`config.mk`:
```
export PLATFORM = sky130hd
export DESIGN_NAME = mix_columns_seq
export DESIGN_NICKNAME = d
export VERILOG_FILES = /design/src/rtl/mix_columns_seq.sv
export SDC_FILE = /design/constraint.sdc
export NUM_CORES = 1
export LEC_CHECK = 0
export BUFFER_PORTS_ARGS = -buffer_cell sky130_fd_sc_hd__buf_2
export CAP_MARGIN = 20
export CELL_PAD_IN_SITES_DETAIL_PLACEMENT = 1
export CELL_PAD_IN_SITES_GLOBAL_PLACEMENT = 1
export CORE_ASPECT_RATIO = 0.5
export CORE_MARGIN = 3
export CORE_UTILIZATION = 45
export DETAILED_ROUTE_END_ITERATION = 10
export PLACE_DENSITY_LB_ADDON = 0.3
export SETUP_SLACK_MARGIN = 0.1
export SYNTH_ARGS = -nofsm -noshare
export SYNTH_HDL_FRONTEND = slang
export SYNTH_SLANG_ARGS = --single-unit
```
`constraint.sdc`:
```
create_clock -name clk -period 5.8 [get_ports clk]
set_clock_uncertainty 0.05 [all_clocks]
set_input_delay 0.29 -clock clk [delete_from_list [all_inputs] [get_ports clk]]
set_output_delay 0.29 -clock clk [all_outputs]
set_load 0.03 [all_outputs]
```
`src/rtl/mix_columns_seq.sv`:
```
// Column-serial AES MixColumns: one shared column-mix unit walks the state
// one 32-bit column per cycle; a bypass path skips mixing for the final round.

module mix_column (
    input  logic [31:0] col_in,
    output logic [31:0] col_out
);
    function automatic logic [7:0] xtime(input logic [7:0] a);
        return {a[6:0], 1'b0} ^ (a[7] ? 8'h1B : 8'h00);
    endfunction

    logic [7:0] a0, a1, a2, a3;
    logic [7:0] x0, x1, x2, x3;

    always_comb begin
        a0 = col_in[31:24];
        a1 = col_in[23:16];
        a2 = col_in[15:8];
        a3 = col_in[7:0];
        x0 = xtime(a0);
        x1 = xtime(a1);
        x2 = xtime(a2);
        x3 = xtime(a3);
        // 3*a is folded in as xtime(a)^a
        col_out[31:24] = x0 ^ (x1 ^ a1) ^ a2 ^ a3;
        col_out[23:16] = a0 ^ x1 ^ (x2 ^ a2) ^ a3;
        col_out[15:8]  = a0 ^ a1 ^ x2 ^ (x3 ^ a3);
        col_out[7:0]   = (x0 ^ a0) ^ a1 ^ a2 ^ x3;
    end
endmodule

module mix_columns_seq #(
    parameter  int NCOLS = 4,
    localparam int W     = 32 * NCOLS
) (
    input  logic         clk,
    input  logic         rst_n,
    input  logic         in_valid,
    output logic         in_ready,
    input  logic         in_bypass,
    input  logic [W-1:0] in_data,
    output logic         out_valid,
    input  logic         out_ready,
    output logic [W-1:0] out_data,
    output logic         busy
);
    localparam int CW = (NCOLS > 1) ? $clog2(NCOLS) : 1;
    localparam logic [CW-1:0] LAST_COL = CW'(NCOLS - 1);

    typedef enum logic [1:0] {
        IDLE,
        BUSY,
        DONE
    } state_e;

    state_e        state_q, state_d;
    logic [W-1:0]  state_reg_q, state_reg_d;
    logic [CW-1:0] col_cnt_q, col_cnt_d;
    logic [W-1:0]  out_data_q, out_data_d;

    logic          accept;
    logic [31:0]   col_sel;
    logic [31:0]   col_mixed;

    assign in_ready  = (state_q == IDLE) | ((state_q == DONE) & out_ready);
    assign accept    = in_valid & in_ready;
    assign out_valid = (state_q == DONE);
    assign busy      = (state_q == BUSY);
    assign out_data  = out_data_q;

    always_comb begin
        col_sel = '0;
        for (int i = 0; i < NCOLS; i++) begin
            if (col_cnt_q == CW'(i)) col_sel = state_reg_q[W-1-32*i -: 32];
        end
    end

    mix_column u_mix (
        .col_in  (col_sel),
        .col_out (col_mixed)
    );

    always_comb begin
        state_d     = state_q;
        state_reg_d = state_reg_q;
        col_cnt_d   = col_cnt_q;
        out_data_d  = out_data_q;

        case (state_q)
            BUSY: begin
                for (int i = 0; i < NCOLS; i++) begin
                    if (col_cnt_q == CW'(i)) out_data_d[W-1-32*i -: 32] = col_mixed;
                end
                if (col_cnt_q == LAST_COL) begin
                    col_cnt_d = '0;
                    state_d   = DONE;
                end else begin
                    col_cnt_d = col_cnt_q + 1'b1;
                end
            end
            DONE: begin
                if (out_ready) state_d = IDLE;
            end
            default: ;
        endcase

        // accept only happens in IDLE or a draining DONE, so it overrides the above
        if (accept) begin
            state_reg_d = in_data;
            col_cnt_d   = '0;
            if (in_bypass) begin
                out_data_d = in_data;
                state_d    = DONE;
            end else begin
                state_d = BUSY;
            end
        end
    end

    always_ff @(posedge clk or negedge rst_n) begin
        if (!rst_n) begin
            state_q     <= IDLE;
            state_reg_q <= '0;
            col_cnt_q   <= '0;
            out_data_q  <= '0;
        end else begin
            state_q     <= state_d;
            state_reg_q <= state_reg_d;
            col_cnt_q   <= col_cnt_d;
            out_data_q  <= out_data_d;
        end
    end
endmodule

```
==> run_results.csv, run 1 <==
group,metric,value,unit
run_status,status,"complete, no violations",
clocking,cts_buffers,25,
routing,vias,12411,
sta,finalMaxSlewViolations,0,
logic_synthesis,synth_cells,1382,
grt,grt_overflow_total,0,
placed_design,dpl_cell_area,14400,um^2
placed_design,dp_cells,1944,
setup_path,crit_end,"out_data[7]$_DFF_PN0_",
routing,drc,0,
power,power_density,225.2,nW/um^2
clocking,tritoncts,"done",
grt,grt_first_pass_wirelength,80.25,mm
logic_synthesis,synth.yosys.seq_area_share,0.5039,
sta,fin_crit_sh,0.7746,
setup_path,cp_max_fo,24,
sta,finalHoldViolCount,0,
clocking,clk_transition_reported_paths,0.08,ns
logic_synthesis,synth_top_area_share,0.5039,
clocking,clock_sinks,260,
sta,holdWs,0.3267,ns
routing,avgRoutedWirePerCell,24.50,um
power,leakage,8.548,nW
cells_and_area,fin_util,0.5915,
cells_and_area,nFillCells,3249,
grt,track_usage,0.3339,
routing,via_per_inst,5.854,
die,coreArea,27980,um^2
cells_and_area,finalNonFillerCells,2120,
logic_synthesis,yosys.area.top_type,"dfrtp_1",
sta,period_needed,4.493,ns
setup_path,r2r_end,"out_data[7]$_DFF_PN0_",
die,die_h,125.8,um
cells_and_area,nNetsFinal,1861,
grt,grt_max_degree,133,
grt,antenna_found_initial,0,
power,ir_drop,0.2296,mV
clocking,ctsResizeCount,0,
setup_path,rrSetupSlack,1.31,ns
setup_path,end_kind,"flop",
die,initial_core_util,0.4615,
clocking,h-tree-depth,1,
sta,slew_headroom,0.2417,
die,die_area,30880,um^2
sta,worst_slack,1.307,ns
logic_synthesis,postSynthAreaPerCell,9.342,um^2
clocking,cts_max_path_buffers,3,
placed_design,globalplace.congestion,0.9302,
cells_and_area,area_delta_synth_final,28.18,%
cells_and_area,n_antenna_cell,0,
placed_design,dp_slack,1.607,ns
run,maxCapViolations,0,
sta,finalSetupTns,0,ns
routing,dr.pass1.iters,5,
cells_and_area,final-seq-area,6506,um^2
setup_path,reg2reg_depth,9,
placed_design,dpl.hpwl,31.77,mm
setup_path,worstSetupPathType,"reg -> reg",
min_path,hp-class,"in -> reg",
setup_path,critical_path.reg2reg.startpoint,"col_cnt_q[0]$_DFFE_PN0P_",
setup_path,arrival,4.81,ns
setup_path,start_kind,"flop",
sta,rsz0062_at_grt,"no",
logic_synthesis,syn_nets,1523,
sta,setup_viol,0,
clocking,cts_root_buffer,"clkbuf_16",
routing,routed_wl,51.95,mm
cells_and_area,drive_above_1_share,0.2336,
power,p_total,3.726,mW
clocking,clk_latency,0.55,ns
logic_synthesis,synth_area_leaders,"dfrtp_1, nand2_1, a21oi_1",
sta,fmax,0.2226,GHz
die,die_width,245.5,um
routing,dr.first_iter.drc_count,1036,
placed_design,io_buffers,263,
logic_synthesis,ys_warn_count,0,
cells_and_area,stdcell_area,16550,um^2
logic_synthesis,synth.distinct_cells,38,
die,row_count,43,
setup_path,cp.required,6.12,ns
routing,postRouteAntennaNets,0,
logic_synthesis,synth_area,12910,um^2
grt,grt_pass1_vias,13535,
cells_and_area,multi_input_area,5911,um^2
sta,worstMarginPinSlew,1.137,ns
setup_path,cp-startpoint,"col_cnt_q[0]$_DFFE_PN0P_",
logic_synthesis,yosys_register_bits,260,
die,boundaryPins,264,
## synthesized netlist by cell type
cell type / number
and2_1: 1
buf_6: 3
buf_8: 2
inv_1: 13
o32ai_1: 1
a21oi_2: 5
mux2i_1: 2
o21ai_1: 24
a22oi_4: 4
o21ai_0: 31
a221o_1: 4
inv_2: 1
nor2_4: 1
a21oi_1: 141
xnor2_2: 22
o22ai_1: 112
a22oi_2: 24
xnor2_4: 3
dfrtp_1: 260
xnor2_1: 60
buf_1: 2
nand2_1: 379
buf_2: 6
nor2b_4: 1
a21o_1: 1
a22oi_1: 4
and3_1: 41
ha_1: 8
nand2b_1: 1
nand3_1: 4
buf_4: 6
xor2_2: 1
nor2_1: 91
nor2b_1: 1
xor2_1: 22
clkbuf_1: 80
buf_12: 1
a21oi_4: 19
## timing repair
item                      CTS  global route
hold buffers              130             0
hold endpoints to repair  339             0
setup buffers               0             0
## layer usage
| metal | share of wire | GRT usage |
|---|---|---|
| met2 | 0.49 | 0.5672 |
| met5 | 0 | 0 |
| met3 | 0.064 | 0.05660 |
| met1 | 0.41 | 0.4294 |
| met4 | 0.038 | 0.1310 |
## power by group
part	switching (mW)	internal [mW]
Combinational	0.0888	0.0921
Sequential	0	1.81
Clock	0.766	0.967
Total	0.855	2.87
## critical path, stage by stage (launching register included)
cell	delay [ns]
dfrtp_1	0.43
inv_1	0.11
ha_1	0.68
nand2b_1	0.81
o22ai_1	0.51
a21oi_4	0.12
xnor2_4	0.40
xor2_1	0.14
xnor2_1	0.76
o21ai_1	0.30
## cells in the final DEF (no fill, tap or decap), drive strengths merged
| cell | Yosys | layout |
|---|---|---|
| nand2 | 379 | 379 |
| nor2 | 92 | 92 |
| dlygate4sd3 | 0 | 130 |
| o22ai | 112 | 112 |
| a21o | 1 | 1 |
| nand3 | 4 | 4 |
| o21ai | 55 | 55 |
| a21oi | 165 | 165 |
| inv | 14 | 14 |
| clkinv | 0 | 8 |
| buf | 20 | 281 |
| nand2b | 1 | 1 |
| a22oi | 32 | 32 |
| nor2b | 2 | 2 |
| and2 | 1 | 1 |
| ha | 8 | 8 |
| xnor2 | 85 | 85 |
| o32ai | 1 | 1 |
| bufinv | 0 | 3 |
| a221o | 4 | 4 |
| dfrtp | 260 | 260 |
| and3 | 41 | 41 |
| xor2 | 23 | 23 |
| clkbuf | 80 | 34 |
| mux2i | 2 | 2 |
## flip-flops by register name, summed over array words and instances, names as in the netlist
name and cells:
out_data 128, state_reg_q 128, col_cnt_q 2, state_q 2
## cell families (layout without fill, tap and decap cells)
| kind of cell | after synthesis | count (layout) | synth area share |
|---|---|---|---|
| XOR/XNOR | 108 | 108 | 0.09100 |
| flip-flops | 260 | 260 | 0.5039 |
| buffers and inverters | 114 | 470 | 0.04022 |
| AND/OR/NAND/NOR | 520 | 520 | 0.1615 |
| AO/OA/AOI/OAI | 370 | 370 | 0.1941 |
| adder cells (fa/ha/maj) | 8 | 8 | 0.007753 |
| multiplexers | 2 | 2 | 0.001551 |
## how the worst min path moves through the flow
stage	startpoint	endpoint	slack, ns	cells after the start
finish	in_valid	state_reg_q[98]$_DFFE_PN0P_	0.33	4
global route	in_valid	state_reg_q[24]$_DFFE_PN0P_	0.35	4
CTS	in_valid	state_reg_q[82]$_DFFE_PN0P_	0.31	4
detailed placement	state_reg_q[103]$_DFFE_PN0P_	state_reg_q[103]$_DFFE_PN0P_	0.41	2
global placement	state_reg_q[58]$_DFFE_PN0P_	state_reg_q[58]$_DFFE_PN0P_	0.41	2
floorplan	rst_n	col_cnt_q[0]$_DFFE_PN0P_	-0.06	0
## area by class of cell
| cell class | instances | area share |
|---|---|---|
| clock inverter | 11 | 0.007863 |
| timing repair buffer | 411 | 0.1681 |
| inverter | 14 | 0.003175 |
| clock buffer | 34 | 0.04166 |
| tap | 382 | 0.02888 |
| multi-input combinational | 1008 | 0.3571 |
| sequential | 260 | 0.3931 |
(Power assumes the default switching activity.)
==> inputs of run 2 (changes only) <==
Settings changed: CORE_UTILIZATION 45 to 38.
Clock period 5.8 ns to 3.8 ns, I/O delays scaled along.
==> run_results.csv, run 2 (synthesis gave the netlist of run 1 again) <==
group,metric,value,unit
setup_path,arrival,3.80,ns
run_status,status,"complete, no violations",
routing,routed_wl,50.01,mm
placed_design,io_buffers,263,
min_path,hp-class,"in -> reg",
routing,via_per_inst,5.449,
sta,fmax,0.2894,GHz
routing,dr.pass1.iters,5,
sta,fin_crit_sh,0.9092,
grt,grt_max_degree,120,
sta,period_needed,3.455,ns
setup_path,start_kind,"flop",
sta,worstMarginPinSlew,1.015,ns
sta,rsz0062_at_grt,"no",
cells_and_area,fin_util,0.5073,
setup_path,critical_path.reg2reg.startpoint,"col_cnt_q[0]$_DFFE_PN0P_",
setup_path,end_kind,"flop",
setup_path,worstSetupPathType,"reg -> reg",
sta,slew_headroom,0.3232,
grt,track_usage,0.2727,
cells_and_area,area_delta_synth_final,30.79,%
die,boundaryPins,264,
grt,grt_pass1_vias,13035,
setup_path,cp-startpoint,"col_cnt_q[0]$_DFFE_PN0P_",
routing,drc,0,
routing,vias,12009,
power,power_density,336.5,nW/um^2
die,row_count,47,
sta,finalMaxSlewViolations,0,
die,initial_core_util,0.3879,
routing,postRouteAntennaNets,0,
cells_and_area,final_common_cell,"nand2_1",
run,maxCapViolations,0,
die,coreArea,33280,um^2
clocking,cts_root_buffer,"clkbuf_16",
setup_path,cp_max_fo,12,
grt,grt_first_pass_wirelength,76.17,mm
clocking,tritoncts,"done",
clocking,clk_latency,0.55,ns
cells_and_area,final_cell_mix,"nand2_1, buf_2, dfrtp_1, a21oi_1, dlygate4sd3_1",
sta,finalHoldViolCount,0,
clocking,clock_sinks,260,
grt,grt_overflow_total,0,
die,die_area,36360,um^2
grt,antenna_found_initial,1,
clocking,cts_max_path_buffers,3,
power,leakage,8.690,nW
die,die_width,266.7,um
placed_design,globalplace.congestion,0.9079,
clocking,clk_transition_reported_paths,0.07,ns
placed_design,dpl.hpwl,33.60,mm
clocking,cts_buffers,26,
setup_path,cp.required,4.14,ns
clocking,h-tree-depth,1,
die,die_h,136.3,um
cells_and_area,drive_above_1_share,0.2435,
sta,setup_viol,0,
min_path,hold_start,"out_ready",
sta,finalSetupTns,0,ns
cells_and_area,nNetsFinal,1884,
routing,dr.first_iter.drc_count,716,
routing,avgRoutedWirePerCell,22.69,um
power,ir_drop,0.2115,mV
-- run 2: cell type report --
class	count	area (um^2)
clock buffers	39	770.7
inverters	14	52.55
clock inverters	8	76.32
diodes	1	2.502
well taps	441	551.8
multi-input cells	1008	5911
flip-flops and latches	260	6506
fillers	3863	16400
repair buffers	433	3015
-- run 2: worst max-delay path: stages (launching register included) --
cell and delay, ns:
dfrtp_1 0.43, inv_1 0.11, ha_1 0.31, nand2b_1 0.39, buf_4 0.29, o22ai_1 0.21, a21oi_4 0.11, xnor2_4 0.41
xnor2_1 0.14, xnor2_1 0.62, o22ai_1 0.22
-- run 2: where the power goes --
group | internal [mW] | switching, mW
registers | 2.77 | 0
logic | 0.143 | 0.132
clock network | 1.47 | 1.17
-- run 2: stage by stage --
step	hold slack [ns]	power [mW]	area [um^2]	setup WS (ns)	instances
2_1_floorplan	-0.1556	2.823	12910	1.246	1382
3_3_place_gp	0.3132	2.989	14670	0.3079	2021
3_5_place_dp	0.3255	2.991	14670	0.1551	2021
4_1_cts	0.1625	5.714	16820	0.1100	2198
5_1_grt	0.2260	5.867	16890	0.1613	2204
6_report	0.1656	5.682	16890	0.3449	2204
-- run 2: path summary, 6_finish.rpt --
check | to | slack (ns) | depth (start not counted)
worst max-delay path | out_data[3]$_DFF_PN0_ | 0.34 | 10
worst min-delay path | state_q[1]$_DFFE_PN0P_ | 0.17 | 4
worst max register to register | out_data[3]$_DFF_PN0_ | 0.34 | 10
worst min register to register | state_reg_q[4]$_DFFE_PN0P_ | 0.43 | 2
max in group asynchronous | out_data[106]$_DFF_PN0_ | 2.36 | 3
min in group asynchronous | out_data[110]$_DFF_PN0_ | 0.23 | 2
-- run 2: per-layer routing --
| layer | share of wire | GRT usage |
|---|---|---|
| met1 | 0.43 | 0.3467 |
| met2 | 0.48 | 0.4636 |
| met3 | 0.050 | 0.04882 |
| met4 | 0.042 | 0.1128 |
| met5 | 0 | 0 |
-- run 2: what timing repair did --
action                     CTS  global route
hold buffers               130             0
hold endpoints to repair   374             0
setup endpoints to repair    0            35
buffers inserted             0             5
resized for setup            0             0
